### src/rtl/dvs_event_mapper_fifo.sv
// dvs_event_mapper_fifo
// Front end of the voxel-binning path. Raw DVS events (unsigned sensor
// coordinates) are range-checked, downsampled onto a 16x16 signed grid
// (-8..+7) in a registered stage, then buffered in a show-ahead FIFO.
// The FIFO lets the binning stage stall without losing events.
//
// Ports:
//   clk, rst             clock, asynchronous active-high reset
//   in_valid             raw event strobe (cannot be back-pressured)
//   in_x, in_y           raw 8-bit sensor coordinates
//   in_polarity          raw polarity
//   event_valid          FIFO head holds a mapped event
//   event_x, event_y     signed 5-bit grid coordinates of the head event
//   event_polarity       polarity of the head event
//   event_ready          downstream accepts the head event
//   fifo_level           current FIFO occupancy
//   drop_count           events lost to a full FIFO (saturating)
//   reject_count         events rejected as out of range (saturating)
//   overflow             sticky flag, set on the first drop
//
// Handshake: a transfer happens on a clock edge where event_valid and
// event_ready are both high. event_valid is a pure function of the FIFO
// level and never depends on event_ready; while event_valid is high and
// event_ready is low the head outputs stay stable.
module dvs_event_mapper_fifo #(
  parameter int SENSOR_RES = 128,
  parameter int GRID_SIZE  = 16,
  parameter int FIFO_DEPTH = 16,
  parameter int COUNT_BITS = 16
) (
  input  logic                          clk,
  input  logic                          rst,
  input  logic                          in_valid,
  input  logic [7:0]                    in_x,
  input  logic [7:0]                    in_y,
  input  logic                          in_polarity,
  output logic                          event_valid,
  output logic [4:0]                    event_x,
  output logic [4:0]                    event_y,
  output logic                          event_polarity,
  input  logic                          event_ready,
  output logic [$clog2(FIFO_DEPTH):0]   fifo_level,
  output logic [COUNT_BITS-1:0]         drop_count,
  output logic [COUNT_BITS-1:0]         reject_count,
  output logic                          overflow
);

  localparam int AW    = $clog2(FIFO_DEPTH);
  localparam int LW    = AW + 1;
  localparam int SHIFT = $clog2(SENSOR_RES / GRID_SIZE);
  localparam logic [8:0]    RES9     = 9'(SENSOR_RES);
  localparam logic [LW-1:0] FULL_LVL = LW'(FIFO_DEPTH);

  // ---------------- stage 1: range check and mapping ----------------
  logic       in_range;
  logic [3:0] cell_x, cell_y;
  logic [4:0] map_x, map_y;

  assign in_range = ({1'b0, in_x} < RES9) && ({1'b0, in_y} < RES9);
  assign cell_x   = 4'(in_x >> SHIFT);
  assign cell_y   = 4'(in_y >> SHIFT);
  // cell - 8 in 5-bit two's complement: the upper half (cell >= 8) maps to
  // 0..7 and the lower half maps to -8..-1, so the top two bits are just
  // the inverted cell MSB.
  assign map_x    = {~cell_x[3], ~cell_x[3], cell_x[2:0]};
  assign map_y    = {~cell_y[3], ~cell_y[3], cell_y[2:0]};

  logic        s1_valid;
  logic [10:0] s1_data;   // {x[4:0], y[4:0], pol}

  always_ff @(posedge clk or posedge rst) begin
    if (rst) begin
      s1_valid     <= 1'b0;
      s1_data      <= '0;
      reject_count <= '0;
    end else begin
      s1_valid <= in_valid && in_range;
      if (in_valid && in_range) begin
        s1_data <= {map_x, map_y, in_polarity};
      end
      if (in_valid && !in_range && (reject_count != '1)) begin
        reject_count <= reject_count + COUNT_BITS'(1);
      end
    end
  end

  // ---------------- stage 2: FIFO ----------------
  logic [10:0]   mem [FIFO_DEPTH];
  logic [AW-1:0] wr_ptr, rd_ptr;
  logic          full, rd_en, wr_en, drop;

  assign full        = (fifo_level == FULL_LVL);
  assign event_valid = (fifo_level != '0);
  assign rd_en       = event_valid && event_ready;
  // A full FIFO still takes the write when the head leaves on the same edge.
  assign wr_en       = s1_valid && (!full || rd_en);
  assign drop        = s1_valid && full && !rd_en;

  // Storage has no reset; the head outputs are gated to 0 while empty.
  always_ff @(posedge clk) begin
    if (wr_en) begin
      mem[wr_ptr] <= s1_data;
    end
  end

  always_ff @(posedge clk or posedge rst) begin
    if (rst) begin
      wr_ptr     <= '0;
      rd_ptr     <= '0;
      fifo_level <= '0;
      drop_count <= '0;
      overflow   <= 1'b0;
    end else begin
      if (wr_en) wr_ptr <= wr_ptr + AW'(1);
      if (rd_en) rd_ptr <= rd_ptr + AW'(1);
      case ({wr_en, rd_en})
        2'b10:   fifo_level <= fifo_level + LW'(1);
        2'b01:   fifo_level <= fifo_level - LW'(1);
        default: fifo_level <= fifo_level;
      endcase
      if (drop) begin
        overflow <= 1'b1;
        if (drop_count != '1) drop_count <= drop_count + COUNT_BITS'(1);
      end
    end
  end

  logic [10:0] head;
  assign head           = event_valid ? mem[rd_ptr] : '0;
  assign event_x        = head[10:6];
  assign event_y        = head[5:1];
  assign event_polarity = head[0];

endmodule

### config.mk
export PLATFORM = sky130hd
export DESIGN_NAME = dvs_event_mapper_fifo
export DESIGN_NICKNAME = d
export VERILOG_FILES = /design/src/rtl/dvs_event_mapper_fifo.sv
export SDC_FILE = /design/constraint.sdc
export NUM_CORES = 1
export LEC_CHECK = 0
export ABC_AREA = 1
export CELL_PAD_IN_SITES_DETAIL_PLACEMENT = 0
export CELL_PAD_IN_SITES_GLOBAL_PLACEMENT = 1
export CORE_ASPECT_RATIO = 0.7
export CORE_MARGIN = 2
export CORE_UTILIZATION = 25
export CTS_CLUSTER_SIZE = 12
export DETAILED_ROUTE_END_ITERATION = 8
export GPL_ROUTABILITY_DRIVEN = 1
export HOLD_SLACK_MARGIN = 0.12
export MAX_ROUTING_LAYER = met4
export PLACE_DENSITY_LB_ADDON = 0.1
export SLEW_MARGIN = 10
export SYNTH_ARGS = -nofsm -noshare
export SYNTH_HDL_FRONTEND = slang
export SYNTH_SLANG_ARGS = --single-unit
### constraint.sdc
create_clock -name clk -period 2.97 [get_ports clk]
set_input_delay 0.4455 -clock clk [delete_from_list [all_inputs] [get_ports clk]]
set_output_delay 0.4455 -clock clk [all_outputs]
set_load 0.01 [all_outputs]
# After elaboration in Yosys (flattened, before gate mapping)
# Memory sizes are Yosys's and may differ from the RTL's.
# Index checks and enable logic that the tools add are counted.
[word_totals]
regBits = 57
mem_bits_rw = 176
input_bits = 21
output_inout_bits = 50
elab_cells = 43
mem_count = 1
[classes]
n_addsub = 6
order_cmp = 2
n_eq_ne = 5
mux = 4
bitwise = 2
n_reduce_logical = 15
[memory_table]
columns = ["memory", "words", "word_bits", "read_ports", "rd_clocked_by_memory_dff", "wr", "line", "rtl"]
rows = [
  ["mem", 16, 11, 1, 0, 1, "88", "logic [10:0] mem [FIFO_DEPTH];"],
]
[op_table]
columns = ["op", "count"]
rows = [
  ["adder 16 x 1 -> 16 bit (second input constant)", 2],
  ["inequality test 16 bit (second input constant)", 2],
  ["less-than comparator 8 bit (second input constant)", 2],
  ["two-way mux 11 bit", 1],
  ["case mux 5 bit (2 select lines)", 1],
  ["adder 4 x 1 -> 4 bit (second input constant)", 2],
  ["logical AND 1 bit", 8],
  ["adder 5 x 1 -> 5 bit (second input constant)", 1],
  ["== test 5 bit (second input constant)", 1],
  ["nonzero test 5 bit", 1],
  ["subtractor 5 x 1 -> 5 bit (second input constant)", 1],
  ["zero test 1 bit", 3],
  ["== test 2 x 1 -> 1 bit (second input constant)", 1],
  ["== test 2 bit (second input constant)", 1],
  ["two-way mux 1 bit", 2],
  ["inverter 1 bit", 2],
  ["AND reduction 2 bit", 1],
  ["nonzero test 2 bit", 1],
  ["logical OR 1 bit", 1],
]

# Longest topological paths before layout
# Gate-level depths: netlist of the first run.
[depth]
depth_word = 6
depth_mapped = 15

# Least setup slack after synthesis of the first run
# Ideal clock, no wire load.
[synth_timing]
path_kind = "register -> output"
start = "register rd_ptr[0]"
end = "output port event_y[4]"
arrival_time_ns = 1.586
setup_slack_ns = 0.939
stages_incl_launch_ff = 10
path_buffers = 2
path_cell_list = "dfrtp_1 -> inv_2 -> clkbuf_1 -> nor2_1 -> o22ai_1 -> nor2_1 -> nor2_1 -> o21ai_0 -> a21oi_1 -> buf_4"
[synth_via]
elab_chain_len = 2
[synth_lines]
columns = ["item", "line", "rtl"]
rows = [
  ["start, declared", "89", "logic [AW-1:0] wr_ptr, rd_ptr;"],
  ["start signal, assigned", "115", "if (rd_en) rd_ptr <= rd_ptr + AW'(1);"],
  ["memory read (16 x 11 bit)", "-", ""],
  ["two-way mux 11 bit", "129", "assign head = event_valid ? mem[rd_ptr] : '0;"],
  ["end, declared", "39", "output logic [4:0] event_y,"],
]
# Every way passes these cells.

# Worst setup path in the final report of the first run
[layout_timing]
start = "register rd_ptr[0]"
end = "output port event_y[2]"
# The elaborated chain is that of the path after synthesis.

==> results.tsv, run 1 <==
stage	metric	value	unit
outcome	outcome	complete, no violations	
routing	dr.pass1.iters	4	
layout	final_util	0.312	
sta	finalClockSkew	0.0120	ns
synth	synth_area	8690	um^2
worst_setup_path	cp-start-kind	flip-flop	
power_and_ir_drop	p_leak	3.98	nW
placed_design	dpl_cell_area	10100	um^2
synth	synth_cell_type_count	35	
synth	synth_top_area_share	0.497	
routing	wirelength	24.1	mm
routing	drt_iter0_drc	275	
routing	vias	6009	
worst_setup_path	endpoint_kind	output port	
synth	ys.warnings.count	0	
clocking	clk_pin_slew	0.08	ns
placed_design	portBuffers	64	
floorplan	dieHeight	160	um
floorplan	die_w	227	um
grt	grt_start_max_net_pins	37	
sta	rsz0062_at_grt	false	
floorplan	dieArea	36300	um^2
worst_setup_path	worst_ep_arrival_time	2.33	ns
sta	period_needed	2.77	ns
placed_design	hpwl	15.9	mm
clocking	clockBufferDepth	2	
routing	avgViaCountPerCell	4.44	
sta	fmax	361	MHz
sta	drv_slew	0	
clocking	cts_root_buffer	clkbuf_16	
sta	fin_crit_sh	0.933	
worst_setup_path	crit_type	reg -> out	
layout	num-nets-final	898	
worst_setup_path	crit_required	2.52	ns
layout	n_fill_cell	3490	
floorplan	fp-row-count	57	
synth	synth_area_leaders	edfxtp_1, dfrtp_1, nor2_1	
power_and_ir_drop	seqPwrFrac	0.387	
layout	drive_gt1_frac	0.118	
floorplan	ios	71	
grt	grt_pass1_vias	6106	
synth	avgSynthCellArea	11.1	um^2
grt	gr-usage-all-layers	0.142	
sta	setup_viol	0	
sta	layout_setup_ws	0.198	ns
clocking	numCtsBuffers	17	
synth	yosys.area.top_type	edfxtp_1	
synth	syn_nets	813	
power_and_ir_drop	power.switching	3.57	mW
clocking	cts_tree	built	
routing	drc	0	
placed_design	gp_congestion	0.764	
worst_setup_path	crit_fanout	36	
power_and_ir_drop	switching_share	0.372	
clocking	cts_sinks	200	
sta	hold_viol	0	
grt	antenna_found_initial	1	
clocking	cts_hold_buf	0	
clocking	clk_latency	0.45	ns
power_and_ir_drop	max-vdd-ir-drop	0.000302	V
sta	worst-slew-pin-transition	0.693	ns
synth	synth_seq_cells	200	
power_and_ir_drop	p_comb_frac	0.371	
worst_hold_path	hold_class	in -> async	
floorplan	initial_core_util	0.252	
floorplan	coreArea	34400	um^2
power_and_ir_drop	internal-power	6.03	mW
synth	synth-seq-area-share	0.659	
grt	grt_pass1_wl	36.8	mm
power_and_ir_drop	clkPwrFrac	0.242	
grt	overflow	0	
synth	synthCells	783	
routing	drtAntennaViolNets	0	
power_and_ir_drop	power_density	894	nW/um^2
layout	area_growth	23.6	%
placed_design	place_ws	0.269	ns
sta	slew_headroom	0.538	
clocking	cts_max_level	4	
job	maxCapViolations	0	
routing	wl_per_cell	17.8	um
layout	fin_area	10700	um^2
## logic make-up (layout without fill, tap and decap cells)
family | Yosys count | after routing | share of synthesized area
adder cells (fa/ha/maj) | 9 | 9 | 0.0130
AND/OR/NAND/NOR | 305 | 305 | 0.151
XOR/XNOR | 34 | 34 | 0.0343
AO/OA/AOI/OAI | 151 | 151 | 0.103
other | 0 | 1 | 0
flip-flops | 200 | 200 | 0.659
buffers and inverters | 84 | 182 | 0.0406
## cells in the final DEF, fill, tap and decap left out, drive strengths merged
cell | synthesis | routed
edfxtp | 144 | 144
nor2 | 138 | 138
nand2 | 109 | 109
o21ai | 104 | 104
dfrtp | 56 | 56
clkdlybuf4s50 | 0 | 53
inv | 47 | 50
nand3 | 35 | 35
buf | 11 | 33
xor2 | 24 | 24
o221ai | 20 | 20
clkbuf | 21 | 18
o22ai | 16 | 16
nand4 | 11 | 11
nor3 | 11 | 11
xnor2 | 10 | 10
clkinv | 5 | 10
ha | 9 | 9
a21oi | 9 | 9
dlygate4sd2 | 0 | 7
clkinvlp | 0 | 4
dlymetal6s2s | 0 | 4
bufinv | 0 | 2
diode | 0 | 1
a31o | 1 | 1
or2 | 1 | 1
a31oi | 1 | 1
bufbuf | 0 | 1
## layout make-up
| cell class | count | area [um^2] | share of cell area |
|---|---|---|---|
| antenna | 1 | 2.50 | 0.000233 |
| multi-input combinational | 499 | 2640 | 0.246 |
| sequential | 200 | 5730 | 0.533 |
| inverter | 52 | 200 | 0.0186 |
| timing repair buffer | 98 | 1000 | 0.0935 |
| tap | 472 | 591 | 0.0550 |
| clock buffer | 18 | 429 | 0.0400 |
| clock inverter | 14 | 148 | 0.0137 |
## flip-flops by register name (all words and copies together), names as in the netlist
| register | flops |
|---|---|
| drop_count | 16 |
| mem | 144 |
| s1_data | 9 |
| s1_valid | 1 |
| reject_count | 16 |
| wr_ptr | 4 |
| fifo_level | 5 |
| overflow | 1 |
| rd_ptr | 4 |
## per-stage QoR
stage          total power [mW]  hold WS (ns)  std cells  TNS [ns]
2_1_floorplan              5.63         0.483        783         0
6_report                   9.60         0.396       1354         0
5_1_grt                    10.2         0.460       1354         0
3_3_place_gp               7.26         0.457       1319         0
3_5_place_dp               7.28         0.463       1319         0
4_1_cts                    9.74         0.403       1352    -0.343
## path summary, 6_finish.rpt
kind / slack [ns] / endpoint / from / depth (start not counted)
max in group asynchronous: 1.87 / rd_ptr[0]$_DFFE_PP0N_ / rst / 3
worst min register to register: 0.48 / overflow$_DFFE_PP0P_ / overflow$_DFFE_PP0P_ / 2
worst max register to register: 0.88 / mem[2][8]$_DFFE_PP_ / fifo_level[0]$_DFFE_PP0P_ / 9
worst max-delay path: 0.20 / event_y[2] / rd_ptr[0]$_DFFE_PP0N_ / 9
worst min-delay path: 0.40 / reject_count[9]$_DFFE_PP0P_ / rst / 2
min in group clk: 0.48 / overflow$_DFFE_PP0P_ / overflow$_DFFE_PP0P_ / 2
## routing by layer
| layer | part of all wire | vias to the layer above | routed length [um] | GRT usage |
|---|---|---|---|---|
| li1 | - | 2902 | - | - |
| met1 | 0.52 | 2992 | 12500 | 0.202 |
| met2 | 0.44 | 97 | 10500 | 0.203 |
| met3 | 0.031 | 18 | 756 | 0.0311 |
| met4 | 0.014 | 0 | 340 | 0.0413 |
| met5 | 0 | - | 0 | - |
## synthesized netlist by cell type, drive strengths merged
library cell / instances
a21oi: 9
a31o: 1
a31oi: 1
buf: 11
clkbuf: 21
clkinv: 5
dfrtp: 56
edfxtp: 144
ha: 9
inv: 47
nand2: 109
nand3: 35
nand4: 11
nor2: 138
nor3: 11
o21ai: 104
o221ai: 20
o22ai: 16
or2: 1
xnor2: 10
xor2: 24
## worst max-delay path, stage by stage (launching register included)
cell	delay, ns
dfrtp_2	0.43
buf_4	0.14
buf_12	0.19
o21ai_0	0.11
o22ai_1	0.16
nor2_1	0.07
nor2_1	0.08
o21ai_0	0.13
a21oi_1	0.21
dlygate4sd2_1	0.35
## power by group through the flow
stage               sequential (mW)  combinational [mW]  clock [mW]
finish                         3.71                3.56        2.33
global route                   3.77                3.95        2.51
CTS                            3.72                3.62        2.40
detailed placement             3.77                3.52           0
global placement               3.76                3.50           0
floorplan                      3.69                1.93           0
## repair_timing
action                                  CTS  global route
pin swaps                                 3             1
buffers inserted                          0             1
gates cloned                              1             0
endpoints found under the setup margin   11             4
resized for setup                        22             7
Note: power is estimated with default switching activity, not from simulation.
==> run 2, diff against run 1 <==
--- a/config.mk
+++ b/config.mk
@@ -5,7 +5,6 @@
 export SDC_FILE = /design/constraint.sdc
 export NUM_CORES = 1
 export LEC_CHECK = 0
-export ABC_AREA = 1
 export CELL_PAD_IN_SITES_DETAIL_PLACEMENT = 0
 export CELL_PAD_IN_SITES_GLOBAL_PLACEMENT = 1
 export CORE_ASPECT_RATIO = 0.7
==> results.tsv, run 2 <==
stage	metric	value	unit
outcome	outcome	complete, no violations	
placed_design	dp.cells	1010	
synth	synth_cell_type_count	49	
clocking	cts_root_buffer	clkbuf_16	
power_and_ir_drop	finalPower	9.01	mW
layout	fin_area	10500	um^2
synth	synthTopCellsByCount	edfxtp_1, dfrtp_1, mux4_2, nor2_1, xnor2_1	
layout	layoutNonFillerInstCount	1051	
routing	drt_iter0_drc	287	
synth	ys.flop_type	edfxtp_1	
worst_setup_path	cp_slowest_stage_delay	0.56	ns
layout	final_cell_mix	edfxtp_1, dfrtp_1, clkdlybuf4s50_1	
sta	fin_crit_sh	0.983	
clocking	cts_max_level	4	
synth	synth-seq-area-share	0.686	
floorplan	dieHeight	157	um
sta	fin_setup_tns	0	ns
layout	layout_commonest_cell	edfxtp_1	
routing	wirelength	20.3	mm
worst_setup_path	crit_type	reg -> out	
worst_setup_path	rr_worst_depth	12	
worst_setup_path	r2r_slack	0.24	ns
worst_setup_path	crit_required	2.52	ns
worst_hold_path	hold_class	in -> async	
floorplan	dieArea	34900	um^2
layout	top_register	mem	
synth	synth_seq_cells	200	
synth	synth_area	8340	um^2
power_and_ir_drop	p_leak	3.71	nW
clocking	cts_sinks	200	
worst_setup_path	worst_ep_arrival_time	2.47	ns
synth	synth_simple_gate_area_frac	0.0742	
worst_setup_path	r2r_start	fifo_level[1]$_DFFE_PP0P_	
worst_setup_path	endpoint_kind	output port	
power_and_ir_drop	power_density	860	nW/um^2
placed_design	dpl_cell_area	9710	um^2
floorplan	fp-row-count	55	
routing	drc	0	
sta	rsz0062_at_grt	true	
routing	avgViaCountPerCell	4.39	
sta	hold_viol	0	
worst_setup_path	crit_fanout	7	
sta	whs	0.418	ns
floorplan	initial_core_util	0.256	
floorplan	ios	71	
layout	multiInputGateArea	2560	um^2
grt	grt_pass1_vias	4879	
clocking	cts_tree	built	
clocking	clk_pin_slew	0.08	ns
grt	grt_pass1_wl	30.8	mm
placed_design	gp_congestion	0.731	
synth	ys.warnings.count	0	
grt	antenna_found_initial	0	
worst_setup_path	r2r_end	fifo_level[4]$_DFFE_PP0P_	
layout	area.sequential	5730	um^2
worst_setup_path	cpMaxStageDelayCell	mux4_2	
floorplan	die_w	222	um
synth	synth_fa_ha_area_frac	0.0135	
sta	drv_slew	0	
grt	gr-usage-all-layers	0.126	
clocking	cts_hold_buf	0	
grt	overflow	0	
power_and_ir_drop	max-vdd-ir-drop	0.000419	V
sta	worst-slew-pin-transition	0.736	ns
floorplan	coreArea	32600	um^2
synth	synth_top_area_share	0.518	
worst_setup_path	cp-start-kind	flip-flop	
routing	dr.pass1.iters	4	
sta	finalClockSkew	0.0128	ns
clocking	numCtsBuffers	17	
layout	area_growth	25.6	%
synth	synth_edf_count	144	
synth	synthXorXnorAreaFrac	0.0409	
layout	n_fill_cell	3166	
layout	final_util	0.322	
layout	num-nets-final	641	
synth	muxShareOfSynthArea	0.135	
sta	slew_headroom	0.509	
clocking	clk_latency	0.44	ns
synth	synthCells	507	
placed_design	place_ws	0.272	ns
synth	synth_top_family_by_area	multiplexers	
synth	avgSynthCellArea	16.5	um^2
synth	postSynth.asyncResetShare	0.280	
job	maxCapViolations	0	
routing	drtAntennaViolNets	0	
synth	yosysMostFrequentCell	edfxtp_1	
placed_design	portBuffers	64	
sta	period_needed	2.92	ns
synth	synth_compound_area_frac	0.0331	
grt	grt_start_max_net_pins	40	
layout	drive_gt1_frac	0.231	
routing	wl_per_cell	19.3	um
worst_setup_path	crit_chain	buf_4 -> mux4_2 -> mux2i_4 -> o22ai_1 -> clkdlybuf4s50_1	
routing	vias	4612	
layout	top_regs	mem x144, drop_count x16, reject_count x16	
layout	diodes	0	
synth	yosys.area.top_type	edfxtp_1	
clocking	clockBufferDepth	2	
sta	setup_viol	0	
synth	synth_area_leaders	edfxtp_1, dfrtp_1, mux4_2	
layout	largest_reg_flops	144	
sta	layout_setup_ws	0.0498	ns
placed_design	hpwl	13.9	mm
sta	fmax	342	MHz
synth	syn_nets	537	
==> run 2: worst max-delay path by stage <==
stage | cells past startpoint | from | endpoint
floorplan | 12 | fifo_level[2]$_DFFE_PP0P_ | fifo_level[4]$_DFFE_PP0P_
global placement | 11 | fifo_level[0]$_DFFE_PP0P_ | fifo_level[4]$_DFFE_PP0P_
detailed placement | 6 | fifo_level[0]$_DFFE_PP0P_ | event_x[3]
CTS | 5 | rd_ptr[0]$_DFFE_PP0N_ | event_y[3]
global route | 5 | rd_ptr[0]$_DFFE_PP0N_ | event_y[2]
finish | 5 | rd_ptr[0]$_DFFE_PP0N_ | event_y[2]
==> run 2: kinds of logic (layout without fill, tap and decap cells) <==
group                      Yosys count  count (layout)
DFF                                200             200
muxes                               66              66
xor gates and xnor gates            39              39
adders and majority gates            9               9
AOI/OAI and AO/OA                   41              41
and+or+nand+nor                    120             120
buffers and inverters               32             149
==> run 2: power breakdown <==
part / total, mW / internal [mW] / switching (mW)
Sequential: 3.71 / 3.31 / 0.403
Clock: 2.35 / 1.26 / 1.09
Combinational: 2.95 / 1.54 / 1.41
Total: 9.01 / 6.10 / 2.91
==> run 2: per-layer routing <==
metal | vias to the layer above | wire length (um) | global-route usage
met5 | - | 0 | -
met4 | 0 | 173 | 0.0249
met3 | 11 | 518 | 0.0289
met2 | 54 | 9270 | 0.188
met1 | 2390 | 10400 | 0.175
li1 | 2157 | - | -
==> run 2: final cells by class <==
type,count,share of cell area
Sequential cell,200,0.547
Multi-Input combinational cell,275,0.245
Timing Repair Buffer,107,0.0973
Tap cell,427,0.0510
Clock buffer,17,0.0406
Clock inverter,15,0.0161
Inverter,10,0.00358
==> run 2: worst max-delay path: cells and delay by family, from the launching register on <==
| family | cells | cell delay [ns] |
|---|---|---|
| flops | 1 | 0.46 |
| compound gates | 1 | 0.13 |
| mux | 2 | 0.74 |
| buf+inv | 2 | 0.71 |
==> run 2: what timing repair did <==
| item | 4_1_cts | 5_1_grt |
|---|---|---|
| buffers inserted | 0 | 9 |
| resized for setup | 21 | 10 |
| endpoints found under the setup margin | 11 | 6 |
